==> src/rtl/rr_arbiter_n.sv <==
// N-input round-robin arbiter with optional packet lock for a router output port.
// Latency: zero-cycle grant (win/win_idx/win_valid are combinational from req/en/output_ready).
// Backpressure: en=0 or output_ready=0 suppresses every grant and freezes ptr/state/owner.
//
// Ports:
//   clk, reset_n       rising-edge clock, asynchronous active-low reset
//   en                 arbiter active this cycle (phase enable)
//   output_ready       downstream buffer can take a flit this cycle
//   req[N], last[N]    per-requester request and end-of-packet flag
//   win[N], win_idx    one-hot grant and its index (index is 0 when nothing is granted)
//   win_valid          any grant this cycle
//   locked             registered: a multi-flit packet is in progress
module rr_arbiter_n #(
    parameter int N        = 4,
    parameter int IDX_W    = $clog2(N),
    parameter int INIT_PTR = 0,
    parameter bit LOCK_EN  = 1'b1
) (
    input  logic             clk,
    input  logic             reset_n,
    input  logic             en,
    input  logic             output_ready,
    input  logic [N-1:0]     req,
    input  logic [N-1:0]     last,
    output logic [N-1:0]     win,
    output logic [IDX_W-1:0] win_idx,
    output logic             win_valid,
    output logic             locked
);

    localparam logic [0:0]       ST_IDLE   = 1'b0;
    localparam logic [0:0]       ST_LOCKED = 1'b1;
    localparam logic [IDX_W-1:0] LAST_IDX  = IDX_W'(N - 1);
    localparam logic [IDX_W-1:0] INIT_IDX  = IDX_W'(INIT_PTR);

    logic [IDX_W-1:0] r_ptr;
    logic [IDX_W-1:0] r_owner;
    logic [0:0]       r_state;

    logic             w_go;
    logic             w_hit;
    logic [IDX_W-1:0] w_sel;
    logic [IDX_W-1:0] w_scan;

    // Modulo-N increment; explicit wrap so non-power-of-2 N never produces index N.
    function automatic logic [IDX_W-1:0] f_next(input logic [IDX_W-1:0] i);
        return (i == LAST_IDX) ? '0 : i + IDX_W'(1);
    endfunction

    // Candidate selection. In LOCKED only the owner is eligible; in IDLE the
    // first requester found scanning cyclically from r_ptr wins.
    always_comb begin
        w_go   = reset_n && en && output_ready;
        w_hit  = 1'b0;
        w_sel  = '0;
        w_scan = r_ptr;
        if (r_state == ST_LOCKED) begin
            w_hit = req[r_owner];
            w_sel = r_owner;
        end else begin
            for (int k = 0; k < N; k++) begin
                if (!w_hit && req[w_scan]) begin
                    w_hit = 1'b1;
                    w_sel = w_scan;
                end
                w_scan = f_next(w_scan);
            end
        end
    end

    // Reset is folded into w_go so outputs are forced low while reset_n is low.
    always_comb begin
        win       = '0;
        win_valid = w_go && w_hit;
        win_idx   = win_valid ? w_sel : '0;
        if (win_valid) begin
            win[w_sel] = 1'b1;
        end
    end

    assign locked = (r_state == ST_LOCKED);

    // State only moves on a beat; win_valid already implies en && output_ready.
    // The pointer advances on packet completion only, so an uncontended
    // multi-flit packet still rotates priority once, not once per flit.
    always_ff @(posedge clk or negedge reset_n) begin
        if (!reset_n) begin
            r_ptr   <= INIT_IDX;
            r_state <= ST_IDLE;
            r_owner <= '0;
        end else if (win_valid) begin
            if (r_state == ST_IDLE) begin
                if (!LOCK_EN || last[w_sel]) begin
                    r_ptr <= f_next(w_sel);
                end else begin
                    r_owner <= w_sel;
                    r_state <= ST_LOCKED;
                end
            end else if (last[r_owner]) begin
                r_ptr   <= f_next(r_owner);
                r_state <= ST_IDLE;
            end
        end
    end

endmodule

==> config.mk <==
export PLATFORM = sky130hd
export DESIGN_NAME = rr_arbiter_n
export DESIGN_NICKNAME = d
export VERILOG_FILES = /design/src/rtl/rr_arbiter_n.sv
export SDC_FILE = /design/constraint.sdc
export NUM_CORES = 1
export LEC_CHECK = 0
export CORE_MARGIN = 1
export CORE_UTILIZATION = 39
export DETAILED_ROUTE_END_ITERATION = 6
export GPL_TIMING_DRIVEN = 0
export PLACE_DENSITY = 0.68
export SLEW_MARGIN = 5
export SYNTH_ARGS = -nofsm -noshare
export SYNTH_HDL_FRONTEND = slang
export SYNTH_SLANG_ARGS = --single-unit
==> constraint.sdc <==
create_clock -name clk -period 8 [get_ports clk]
set_input_delay 1.2 -clock clk [delete_from_list [all_inputs] [get_ports clk]]
set_output_delay 1.2 -clock clk [all_outputs]
set_load 0.05 [all_outputs]
Yosys cells after proc, flatten, opt, wreduce, memory -nomap -nowiden
Index checks and enable logic that the tools add are counted.
{"block": "word_totals", "reg_bits": 5, "inputBits": 12, "word_cells": 78}
{"block": "classes", "add_sub_neg": 5, "order_cmp": 7, "n_eq_ne": 6, "mux": 42, "bitwise": 2, "reduce_logical": 13}
{"cell": "2-bit 2-to-1 mux", "count": 14}
{"cell": "1-bit 2-to-1 mux", "count": 19}
{"cell": "2-bit by 3-bit < comparator with 1-bit output (second input constant)", "count": 6}
{"cell": "1-bit binary-select mux with 2-bit select", "count": 7}
{"cell": "2-bit by 1-bit adder with 2-bit output (second input constant)", "count": 5}
{"cell": "2-bit equality test (second input constant)", "count": 5}
{"cell": "1-bit logical AND", "count": 7}
{"cell": "3-bit AND reduction", "count": 2}
{"cell": "4-bit 2-to-1 mux", "count": 1}
{"cell": "1-bit logical NOT", "count": 3}
{"cell": "1-bit demux with 2-bit select", "count": 1}
{"cell": "2-bit by 1-bit >= comparator with 1-bit output (second input constant)", "count": 1}
{"cell": "2-bit by 1-bit inequality test with 1-bit output (second input constant)", "count": 1}
{"cell": "1-bit NOT", "count": 2}
{"cell": "2-bit nonzero test", "count": 1}

Longest topological paths before layout
Gate-level depths: netlist of run 1.
{"block": "logic_depth", "word_depth": 21, "mapped_depth": 13}

Worst setup path before layout of run 1
No wires, ideal clock.
{"block": "synth_timing", "path_kind": "input to output", "start": "input port req[2]", "end": "output port win_idx[1]", "arrival_ns": 3.560, "t_required_ns": 6.800, "slack_ns": 3.240, "path_stages": 7, "path_buffers": 1, "cell_sequence": "clkbuf_1 -> mux2_2 -> mux2i_4 -> nand2_1 -> a21oi_1 -> a211oi_2 -> nor2b_1"}
{"block": "synth_between", "elab_chain_len": 18, "word_cells_on_any_way": 31}
{"item": "start, declared", "line_no": "23", "source": "input logic [N-1:0] req,"}
{"item": "1-bit binary-select mux with 2-bit select", "line_no": "62", "source": "if (!w_hit && req[w_scan]) begin"}
{"item": "1-bit 2-to-1 mux (not written as such)", "line_no": "62"}
{"item": "1-bit 2-to-1 mux", "line_no": "62"}
{"item": "1-bit 2-to-1 mux", "line_no": "57", "source": "if (r_state == ST_LOCKED) begin"}
{"item": "1-bit logical NOT", "line_no": "62"}
{"item": "1-bit logical AND", "line_no": "62"}
{"item": "1-bit 2-to-1 mux", "line_no": "62"}
{"item": "1-bit 2-to-1 mux", "line_no": "57"}
{"item": "(+3 left out)"}
{"item": "1-bit 2-to-1 mux", "line_no": "57"}
{"item": "1-bit logical NOT", "line_no": "62"}
{"item": "1-bit logical AND", "line_no": "62"}
{"item": "1-bit 2-to-1 mux", "line_no": "62"}
{"item": "1-bit 2-to-1 mux (*)", "line_no": "57"}
{"item": "1-bit logical AND (*)", "line_no": "74", "source": "win_valid = w_go && w_hit;"}
{"item": "net win_valid", "line_no": "27", "source": "output logic win_valid,"}
{"item": "2-bit 2-to-1 mux (*)", "line_no": "75", "source": "win_idx = win_valid ? w_sel : '0;"}
{"item": "end, declared", "line_no": "26", "source": "output logic [IDX_W-1:0] win_idx,"}
The timed path passes the listed nets; every way through them passes the cells marked *. The select of a mux whose other input is x is not followed.

Worst setup path after layout of run 1
{"block": "layout_timing", "start": "input port req[3]", "end": "output port win[3]"}
{"block": "layout_between", "elab_chain_len": 21, "word_cells_on_any_way": 36}
{"item": "1-bit binary-select mux with 2-bit select", "line_no": "62"}
{"item": "1-bit 2-to-1 mux (not written as such)", "line_no": "62"}
{"item": "1-bit 2-to-1 mux", "line_no": "62"}
{"item": "1-bit 2-to-1 mux", "line_no": "57"}
{"item": "1-bit logical NOT", "line_no": "62"}
{"item": "1-bit logical AND", "line_no": "62"}
{"item": "1-bit 2-to-1 mux", "line_no": "62"}
{"item": "1-bit 2-to-1 mux", "line_no": "57"}
{"item": "(+6 left out)"}
{"item": "2-bit 2-to-1 mux (*)", "line_no": "62"}
{"item": "2-bit 2-to-1 mux (*)", "line_no": "57"}
{"item": "net w_sel[0]", "line_no": "42", "source": "logic [IDX_W-1:0] w_sel;"}
{"item": "2-bit by 3-bit < comparator with 1-bit output (not written as such) / 2-bit by 1-bit >= comparator with 1-bit output (equally long branches)", "line_no": "77", "source": "win[w_sel] = 1'b1;"}
{"item": "1-bit logical AND (not written as such)", "line_no": "77"}
{"item": "1-bit 2-to-1 mux (not written as such)", "line_no": "77"}
{"item": "1-bit demux with 2-bit select (*)", "line_no": "77"}
{"item": "4-bit 2-to-1 mux (*)", "line_no": "76", "source": "if (win_valid) begin"}
{"item": "end, declared", "line_no": "25", "source": "output logic [N-1:0] win,"}
Marks and branches as above.

==> impl_metrics.py, run 1 <==
metrics = {
    "detailed_routing": {
        "wl_per_cell_um": 14.18,
        "drcViolationCount": 0,
        "firstDrtPassIters": 4,
        "drt_iter0_markers": 13,
        "routed_via_density": 5.643,
        "drtAntennaViolNets": 0,
        "routed_wl_mm": 1.985,
        "vias": 790,
    },
    "power_and_ir_drop": {
        "combPwrFrac_pct": 79.8,
        "p_leak_uw": 0.0004202,
        "p_seq_share_pct": 12.9,
        "clkPwrFrac_pct": 7.3,
        "net-switching-power_uw": 190.9,
        "powerDensity_nw_per_um2": 350.6,
        "p_int_uw": 193.3,
        "ir_drop_v": 0.0002168,
        "switching_share_pct": 49.69,
    },
    "grt": {
        "grt_usage_pct": 18.40,
        "grt_max_degree": 11,
        "antenna_found_initial": 0,
        "grt.overflow.total": 0,
        "grt_pass1_vias": 746,
        "grt_pass1_wl_mm": 3.422,
    },
    "timing": {
        "rsz0062_at_grt": "no",
        "skew_ns": 0.001018,
        "setup_tns_ns": 0,
        "period_needed_ns": 5.405,
        "min_period_over_period_pct": 67.56,
        "finalSetupViolations": 0,
        "holdWs_ns": 0.6423,
        "hold_viol": 0,
        "relSlewSlack_pct": 65.99,
        "worst_slew_pin_slew_ns": 0.5085,
        "fmax_ghz": 0.1850,
        "slew_violations": 0,
    },
    "layout": {
        "drive_gt1_share_pct": 22.12,
        "nNetsFinal": 132,
        "final_cell_mix": "18 x clkdlybuf4s50_1, 7 x mux2_2, 7 x and2_1",
        "fillerInstances": 174,
        "area_growth_pct": 28.07,
        "final_common_cell": "clkdlybuf4s50_1",
        "num_antenna_cells": 0,
    },
    "run": {
        "drv_cap": 0,
    },
    "logic_synthesis": {
        "avgSynthCellArea_um2": 9.405,
        "synth_seq_cells": 5,
        "syn_inst": 91,
        "seq_area_frac_synth_pct": 14.62,
        "synth_edf_count": 0,
        "yosysWarnings": 0,
        "synth_nets": 109,
        "synth_area_leaders": "dfrtp_1 15%, mux2_2 9.2%, ha_1 8.8%",
        "synth_top_cell_area_share_pct": 14.62,
        "synth_area_leader_cell": "dfrtp_1",
        "ys_types": 45,
        "synthesis.area_um2": 855.8,
        "synthFlopType": "dfrtp_1",
        "async_flop_share_pct": 100.0,
    },
    "clocking": {
        "post_cts_resized": 0,
        "cts_buffers": 3,
        "clk_pin_slew_worst_paths_ns": 0.04,
        "cts_htree_levels": 1,
        "cts-root-buf": "clkbuf_4",
        "clk_latency_ns": 0.24,
        "clockBufferDepth": 2,
        "cts_sinks": 5,
        "post_cts_buffers": 0,
        "cts.hold.buffers_added": 0,
        "cts_tree": "built",
    },
    "worst_setup_path": {
        "cp.arrival_ns": 4.20,
        "crit_fanout": 10,
        "rr_worst_depth": 10,
        "path_cells": "clkdlybuf4s50_1 -> clkbuf_1 -> mux2_2 -> o22ai_1 -> a31o_1 -> a22o_1 -> o21ai_2 -> ha_1 -> and2_1 -> clkdlybuf4s50_1",
        "r2r_start": "r_ptr[1]",
        "r2r_end": "r_ptr[1]",
        "crit_type": "in2out",
        "cp-startpoint": "req[3]",
        "r2r_setup_slack_ns": 4.72,
        "crit_end": "win[3]",
        "startpoint_type": "primary input",
        "worst_setup_path_end_kind": "output pin",
        "crit_top_cell": "clkdlybuf4s50_1",
        "required_ns": 6.80,
        "slowest_delay_ns": 0.79,
        "cpMaxStageDelayCell": "clkdlybuf4s50_1",
    },
    "die": {
        "rows": 16,
        "initial_core_util_pct": 42.33,
        "die_x_um": 48.85,
        "top_level_ports": 20,
        "core_area_um2": 2022,
        "die_area_um2": 2386,
        "floorplan.die.height_um": 48.85,
    },
    "hold_path": {
        "min_path_cells": 1,
        "hold_class": "reg2reg",
    },
    "status": {
        "status": "completed",
    },
    "placement": {
        "io_buffer_count": 18,
        "place_hpwl_mm": 1.486,
        "gp_congestion": 0.8893,
    },
}
==> routing by layer <==
| layer | wire length, um | track usage [%] | up-vias |
|---|---|---|---|
| met5 | 0 | 0 | - |
| met4 | 0 | 7.353 | 0 |
| met2 | 972 | 28.70 | 20 |
| li1 | - | - | 397 |
| met1 | 962 | 25.92 | 373 |
| met3 | 49 | 1.869 | 0 |
==> power by group through the flow <==
stage / clock, uW / combinational [uW] / sequential [uW]
floorplan: 0 / 237 / 55.4
global placement: 0 / 299 / 49.3
detailed placement: 0 / 304 / 49.6
CTS: 30.0 / 306 / 49.4
global route: 32.8 / 334 / 51.8
finish: 28.1 / 307 / 49.6
==> through the flow <==
step / instances / util [%] / total power, uW / worst slack (ns) / area [um^2]
CTS: 140 / 54.21 / 385.4 / 2.619 / 1096
finish: 140 / 54.21 / 384.3 / 2.595 / 1096
detailed placement: 136 / 52.91 / 354.1 / 2.622 / 1070
floorplan: 91 / - / 292.6 / 3.240 / 855.8
global placement: 136 / 52.91 / 348.0 / 2.666 / 1070
global route: 140 / 54.21 / 418.8 / 2.414 / 1096
==> worst min-delay path by stage <==
stage	startpoint	to	slack, ns
after detailed placement	r_owner[1]	r_owner[1]	0.61
after global placement	r_owner[1]	r_owner[1]	0.60
final	r_owner[1]	r_owner[1]	0.64
after global routing	r_owner[1]	r_owner[1]	0.65
after floorplan	r_owner[1]	r_owner[1]	0.55
after CTS	r_owner[1]	r_owner[1]	0.62
==> flip-flops by register name, indices dropped and copies added (netlist names) <==
register	cells
locked	1
r_owner	2
r_ptr	2
==> kinds of logic after synthesis <==
group / after synthesis / synth area share, %
buf+inv: 9 / 5.848
compound gates: 25 / 24.71
fa+ha+maj: 6 / 8.772
simple gates: 29 / 19.44
mux: 17 / 26.61
flops: 5 / 14.62
==> layout make-up <==
cell class	count	area [um^2]	area share (%)
Inverter	4	15.01	1.370
Buffer	5	35.03	3.196
Tap cell	27	33.78	3.082
Sequential cell	5	125.1	11.42
Timing Repair Buffer	18	180.2	16.44
Multi-Input combinational cell	77	680.7	62.10
Clock buffer	4	26.28	2.397
==> Yosys cell counts (3+ instances only) <==
cell     count
nor3_1       3
nand2_1      5
ha_1         6
nor2_1       4
mux2_1       5
mux2_2       7
o21ai_0      4
and2_1       7
dfrtp_1      5
==> worst max-delay path, delay by kind of cell <==
kind,cells,cell delay (ns)
adder cells (fa/ha/maj),1,0.23
AND/OR/NAND/NOR,1,0.12
multiplexers,1,0.23
AO/OA/AOI/OAI,4,0.81
buffers and inverters,3,1.61
No activity file was read; power rests on OpenSTA's default activity.
==> inputs of run 2 (changes only) <==
clock period = 5.5 ns   (was 8 ns; I/O delays follow)
==> results of run 2 <==
Same layout as run 1 (identical final DEF). Status: completed.
Main changes from that run: setup slack after placement 2.622 ns -> 0.8720 ns; setup slack after layout 2.595 ns -> 0.8451 ns; register-to-register setup slack 4.72 ns -> 2.22 ns; total power 384.3 uW -> 559.0 uW; worst IR drop on VDD 0.0002168 V -> 0.0003153 V
